File: config.mk
export PLATFORM = sky130hd
export DESIGN_NAME = hamming_parity_scheduler_flat
export DESIGN_NICKNAME = d
export VERILOG_FILES = /design/src/rtl/hamming_pkg.sv /design/src/rtl/hamming_parity_scheduler_if.sv /design/src/rtl/hamming_group_parity.sv /design/src/rtl/hamming_parity_scheduler.sv /design/src/flat_wrapper.sv
export SDC_FILE = /design/constraint.sdc
export NUM_CORES = 1
export LEC_CHECK = 0
export ABC_AREA = 1
export CAP_MARGIN = 20
export CORE_MARGIN = 2
export CORE_UTILIZATION = 45
export CTS_BUF_LIST = sky130_fd_sc_hd__clkbuf_4 sky130_fd_sc_hd__clkbuf_8 sky130_fd_sc_hd__clkbuf_16
export DETAILED_ROUTE_END_ITERATION = 12
export PLACE_DENSITY = 0.79
export SKIP_LAST_GASP = 1
export SLEW_MARGIN = 20
export SYNTH_ARGS = -nofsm -noshare
export SYNTH_HDL_FRONTEND = slang
export SYNTH_SLANG_ARGS = --single-unit
File: constraint.sdc
create_clock -name clk -period 3.1 [get_ports clk]
set_input_delay 0.93 -clock clk [delete_from_list [all_inputs] [get_ports clk]]
set_output_delay 0.93 -clock clk [all_outputs]
set_load 0.02 [all_outputs]
File: src/rtl/hamming_pkg.sv
`default_nettype none
// ============================================================================
// Module      : hamming_pkg
// Description : Shared types and helper functions for the time-multiplexed
//               Hamming encoder (state encoding, group masks, data scatter).
// Revision    : 1.0 - initial release
// ============================================================================
package hamming_pkg;

    // Widest codeword the helper functions support; callers size-cast down.
    localparam int c_MAXW = 64;

    typedef enum logic [1:0] {
        IDLE = 2'd0,
        CALC = 2'd1,
        DONE = 2'd2
    } state_t;

    // True when 1-based position pos is a power of two (a parity slot).
    function automatic logic is_parity_pos(input int pos);
        return (pos != 0) && ((pos & (pos - 1)) == 0);
    endfunction

    // Positions (bit i = position i+1) whose index has bit p set.
    function automatic logic [c_MAXW-1:0] group_mask(input int p, input int n);
        logic [c_MAXW-1:0] m;
        m = '0;
        for (int i = 0; i < n; i++) begin
            if ((((i + 1) >> p) % 2) == 1) m[i] = 1'b1;
        end
        return m;
    endfunction

    // Place data bits, lowest first, into the non-parity positions.
    function automatic logic [c_MAXW-1:0] scatter_data(input logic [c_MAXW-1:0] data,
                                                      input int n);
        logic [c_MAXW-1:0] r;
        int j;
        r = '0;
        j = 0;
        for (int i = 0; i < n; i++) begin
            if (!is_parity_pos(i + 1)) begin
                r[i] = data[j];
                j++;
            end
        end
        return r;
    endfunction

endpackage
`default_nettype wire

File: src/rtl/hamming_parity_scheduler_if.sv
`default_nettype none
// ============================================================================
// Module      : hamming_parity_scheduler_if
// Description : Producer/consumer handshake bundle of the Hamming scheduler.
// Revision    : 1.0 - initial release
// ============================================================================
interface hamming_parity_scheduler_if #(
    parameter int DATA_WIDTH  = 4,
    parameter int PARITY_BITS = 3
);
    localparam int CODE_WIDTH = DATA_WIDTH + PARITY_BITS;

    logic [DATA_WIDTH-1:0] in;
    logic                  in_valid;
    logic                  in_ready;
    logic [CODE_WIDTH-1:0] out;
    logic                  out_valid;
    logic                  out_ready;
    logic                  busy;

    // Environment side: drives data in, accepts codewords out.
    modport master (
        output in, in_valid, out_ready,
        input  in_ready, out, out_valid, busy
    );

    // Scheduler side.
    modport slave (
        input  in, in_valid, out_ready,
        output in_ready, out, out_valid, busy
    );
endinterface
`default_nettype wire

File: src/rtl/hamming_group_parity.sv
`default_nettype none
// ============================================================================
// Module      : hamming_group_parity
// Description : Shared even-parity evaluator: XOR-reduction of a masked word.
// Revision    : 1.0 - initial release
// ============================================================================
module hamming_group_parity #(
    parameter int WIDTH = 7
) (
    input  wire logic [WIDTH-1:0] i_vec,
    input  wire logic [WIDTH-1:0] i_mask,
    output logic                  o_parity
);
    // Parity of the selected group.
    assign o_parity = ^(i_vec & i_mask);
endmodule
`default_nettype wire

File: src/rtl/hamming_parity_scheduler.sv
`default_nettype none
// ============================================================================
// Module      : hamming_parity_scheduler
// Description : Builds a Hamming codeword one parity group per cycle using a
//               single shared parity evaluator, with valid/ready handshakes.
// Revision    : 1.0 - initial release
// ============================================================================
module hamming_parity_scheduler
    import hamming_pkg::*;
#(
    parameter int DATA_WIDTH  = 4,
    parameter int PARITY_BITS = 3
) (
    input  wire logic clk,
    input  wire logic rst_n,
    hamming_parity_scheduler_if.slave bus
);
    localparam int CODE_WIDTH = DATA_WIDTH + PARITY_BITS;
    localparam int CNT_W      = (PARITY_BITS > 1) ? $clog2(PARITY_BITS) : 1;
    localparam logic [CNT_W-1:0] c_LAST = CNT_W'(PARITY_BITS - 1);

    generate
        if ((2 ** PARITY_BITS) < (CODE_WIDTH + 1)) begin : g_bad_cfg
            $error("PARITY_BITS too small for DATA_WIDTH");
        end
    endgenerate

    state_t                r_state;
    logic [CNT_W-1:0]      r_cnt;
    logic                  r_fin;      // all groups written, publish next cycle
    logic [CODE_WIDTH-1:0] r_code;     // working codeword
    logic [CODE_WIDTH-1:0] r_out;      // published codeword
    logic                  r_out_valid;
    logic                  r_in_ready;
    logic                  r_busy;

    logic [CODE_WIDTH-1:0] w_mask;
    logic [CODE_WIDTH-1:0] w_ppos;
    logic [CODE_WIDTH-1:0] w_code_next;
    logic [CODE_WIDTH-1:0] w_scatter;
    logic                  w_par;

    // Group mask and parity slot for the group being evaluated, plus the
    // scattered image of the incoming word.
    always_comb begin
        w_mask      = CODE_WIDTH'(group_mask(int'(r_cnt), CODE_WIDTH));
        w_ppos      = CODE_WIDTH'(1) << ((32'd1 << r_cnt) - 32'd1);
        w_code_next = (r_code & ~w_ppos) | (w_par ? w_ppos : '0);
        w_scatter   = CODE_WIDTH'(scatter_data(c_MAXW'(bus.in), CODE_WIDTH));
    end

    hamming_group_parity #(
        .WIDTH (CODE_WIDTH)
    ) u_group_parity (
        .i_vec    (r_code),
        .i_mask   (w_mask),
        .o_parity (w_par)
    );

    // Sequencer: accept, evaluate one group per cycle, publish, hand off.
    always_ff @(posedge clk or negedge rst_n) begin
        if (!rst_n) begin
            r_state     <= IDLE;
            r_cnt       <= '0;
            r_fin       <= 1'b0;
            r_code      <= '0;
            r_out       <= '0;
            r_out_valid <= 1'b0;
            r_in_ready  <= 1'b1;
            r_busy      <= 1'b0;
        end else begin
            case (r_state)
                IDLE: begin
                    if (bus.in_valid && r_in_ready) begin
                        r_code     <= w_scatter;
                        r_cnt      <= '0;
                        r_fin      <= 1'b0;
                        r_in_ready <= 1'b0;
                        r_busy     <= 1'b1;
                        r_state    <= CALC;
                    end
                end
                CALC: begin
                    if (r_fin) begin
                        r_out       <= r_code;
                        r_out_valid <= 1'b1;
                        r_state     <= DONE;
                    end else begin
                        r_code <= w_code_next;
                        if (r_cnt == c_LAST) begin
                            r_fin <= 1'b1;
                        end else begin
                            r_cnt <= r_cnt + 1'b1;
                        end
                    end
                end
                DONE: begin
                    if (bus.out_ready) begin
                        r_out_valid <= 1'b0;
                        r_in_ready  <= 1'b1;
                        r_busy      <= 1'b0;
                        r_state     <= IDLE;
                    end
                end
                default: begin
                    r_state <= IDLE;
                end
            endcase
        end
    end

    assign bus.in_ready  = r_in_ready;
    assign bus.out       = r_out;
    assign bus.out_valid = r_out_valid;
    assign bus.busy      = r_busy;

endmodule
`default_nettype wire

File: src/flat_wrapper.sv
// flat-port wrapper written by rule: the top's interface ports become plain ports
module hamming_parity_scheduler_flat import hamming_pkg::*;
#(
    parameter int DATA_WIDTH  = 4,
    parameter int PARITY_BITS = 3
)
  (clk, rst_n, bus_in, bus_in_valid, bus_out_ready, bus_in_ready, bus_out, bus_out_valid, bus_busy);
  hamming_parity_scheduler_if #(.DATA_WIDTH(DATA_WIDTH), .PARITY_BITS(PARITY_BITS)) bus_i ();
  input  wire logic clk;
  input  wire logic rst_n;
  input wire logic [$bits(bus_i.in)-1:0] bus_in;
  input wire logic [$bits(bus_i.in_valid)-1:0] bus_in_valid;
  input wire logic [$bits(bus_i.out_ready)-1:0] bus_out_ready;
  output wire logic [$bits(bus_i.in_ready)-1:0] bus_in_ready;
  output wire logic [$bits(bus_i.out)-1:0] bus_out;
  output wire logic [$bits(bus_i.out_valid)-1:0] bus_out_valid;
  output wire logic [$bits(bus_i.busy)-1:0] bus_busy;
  assign bus_i.in = bus_in;
  assign bus_i.in_valid = bus_in_valid;
  assign bus_i.out_ready = bus_out_ready;
  assign bus_in_ready = bus_i.in_ready;
  assign bus_out = bus_i.out;
  assign bus_out_valid = bus_i.out_valid;
  assign bus_busy = bus_i.busy;
  hamming_parity_scheduler #(.DATA_WIDTH(DATA_WIDTH), .PARITY_BITS(PARITY_BITS)) u_core (.clk(clk), .rst_n(rst_n), .bus(bus_i));
endmodule
==> out/qor.csv <==
metric,value,unit
final-setup-viol-count,0,
post-synth-top-count-cell,nand2_1,
crit_slowest_cell,clkdlybuf4s50_1,
required,2.17,ns
tns,0,ns
crit_arrival,1.48,ns
cts_setup_buffers,0,
netlist_top_cells_count,"nand2_1, dfrtp_1, inv_1",
cts_tree,yes,
cts_made_buffers,3,
synth_top_area_cell,dfrtp_1,
path_class,reg2out,
areaGrowthSynthToFinish,18.3,%
grt_pass1_wl,4510,um
grt_use_total,17.5,%
fill_cells,262,
num_antenna_cells,0,
dp.cells,206,
viasPerCell,5.12,
synth_fp_nets,173,
wl_per_cell,12.2,um
vias,1076,
crit_chain,clkdlybuf4s50_1,
nets,194,
ir_worst_vdd,0.000228,V
clock-sinks,22,
crit_path_end_kind,primary output,
drive_above_1_share,10.6,%
clk_pin_slew,0.13,ns
ff_latch_area,552,um2
crit_path_start_kind,flop,
clockBufferDepth,2,
power.share.combinational,3.3,%
finalClockSkew,0.00265,ns
cp_max_fo,3,
antenna_left,0,
clock_latency,0.31,ns
ys_warn_count,0,
die_x,56.8,um
dr.pass1.iters,4,
ctsResizeCount,0,
io_pins,18,
pwr-share-clk,34.7,%
crit_family,buffers and inverters,
start_util,46.3,%
outcome,finished clean,
hold_viol,0,
grt_pass1_vias,1044,
syn_area_per_cell,7.89,um2
grt-ovfl-total,0,
synth_area,1250,um2
synthTopCellsByArea,"dfrtp_1, nand2_1, ha_1",
seqPwrFrac,62.0,%
period_share,77.8,%
power.internal,367,uW
worstMarginPinSlew,0.280,ns
slew_violations,0,
rrSetupSlack,1.28,ns
drtIter0Drc,31,
power_density,312,nW/um2
die_y,56.8,um
synth-edff-count,0,
root_buffer,clkbuf_4,
relSlewSlack,81.3,%
port-buffer-count,17,
ys_async_sr_fraction,100,%
p_leak,0.761,nW
maxCapViolCount,0,
rsz0062_at_grt,false,
grt_max_degree,23,
period_minus_slack,2.41,ns
multi_input_area,609,um2
ys_ff_latch,22,
switching_share,20.7,%
dieArea,3230,um2
antenna_found_initial,0,
final_core_util,54.8,%
syn-instance-count,159,
drc,0,
synth_top_cell_area_share,41.9,%
crit_path_max_incr_delay,0.61,ns
routed_wl,2550,um
routabilityCongestion,0.812,
h-tree-depth,1,
max_freq,415,MHz
synth_top_flop_cell,dfrtp_1,
dpl.hpwl,1960,um
critPathBufInv,1,
final_cells,210,
synth_cell_types,18,
core-area,2710,um2
rows,19,
ys_seq_area_share,44.0,%
power.switching,95.9,uW
ctsHoldBuffers,0,
hold_path_class,reg2reg,
-- power groups by stage --
stage	sequential, mW	clock (mW)	combinational (mW)
after floorplan	0.293	0	0.0000616
after global placement	0.292	0	0.0156
after detailed placement	0.292	0	0.0161
after CTS	0.287	0.164	0.0161
after global routing	0.287	0.170	0.0175
final	0.287	0.161	0.0154
-- layer usage --
layer  GRT usage [%]  wire length [um]  vias to the layer above  share of wire (%)
li1                -                 -                      544                  -
met5               0                 0                        -                  0
met4            4.98                34                        0                1.3
met3            2.76               139                        6                5.4
met1            22.0              1110                      491                 44
met2            30.9              1270                       35                 50
-- area by class of cell --
type | count | share of cell area [%]
multi-input combinational | 116 | 41.0
sequential | 22 | 37.2
timing repair buffer | 18 | 12.0
inverter | 19 | 4.80
tap | 31 | 2.61
clock buffer | 4 | 2.44
-- placed cells by master, fill, tap and decap left out --
cell and count:
a21oi_1 13, buf_4 1, clkbuf_4 3, clkbuf_8 1, clkdlybuf4s50_1 17, dfrtp_1 21, dfstp_2 1, ha_1 6
inv_1 16, inv_2 3, mux2_2 4, nand2_1 61, nand2_2 1, nand2_4 3, nand3_1 7, nand4_2 1
nor2_1 8, nor2_8 1, nor3_1 1, o21ai_0 9, o31ai_1 1
-- logic make-up (layout without fill, tap and decap cells) --
group | Yosys count | count (layout) | share of synthesized area (%)
multiplexers | 4 | 4 | 3.59
AND/OR/NAND/NOR | 83 | 83 | 29.6
adder cells (fa/ha/maj) | 6 | 6 | 5.98
buffers and inverters | 21 | 41 | 7.48
AO/OA/AOI/OAI | 23 | 23 | 9.37
flip-flops | 22 | 22 | 44.0
-- path summary, 6_finish.rpt --
path,startpoint,endpoint,depth (start not counted)
worst min-delay path,u_core.r_state[0]$_DFFE_PN0P_,u_core.r_state[1]$_DFFE_PN0P_,1
min in group asynchronous,rst_n,u_core.bus.out[5]$_DFFE_PN0P_,2
max in group asynchronous,rst_n,u_core.bus.in_ready$_DFFE_PN1P_,2
worst max register to register,u_core.r_cnt[0]$_DFFE_PN0P_,flop,12
worst max-delay path,u_core.bus.in_ready$_DFFE_PN1P_,bus_in_ready,1
worst min register to register,u_core.r_state[0]$_DFFE_PN0P_,u_core.r_state[1]$_DFFE_PN0P_,1
-- stage by stage --
stage	power, mW	setup WS (ns)	instance area (um2)	hold slack (ns)
3_3_place_gp	0.308	1.02	1450	0.455
5_1_grt	0.475	0.661	1490	0.511
4_1_cts	0.467	0.680	1490	0.489
3_5_place_dp	0.308	0.964	1450	0.472
6_report	0.463	0.688	1490	0.489
2_1_floorplan	0.293	1.48	1250	0.450
No activity file was read; power rests on OpenSTA's default activity.
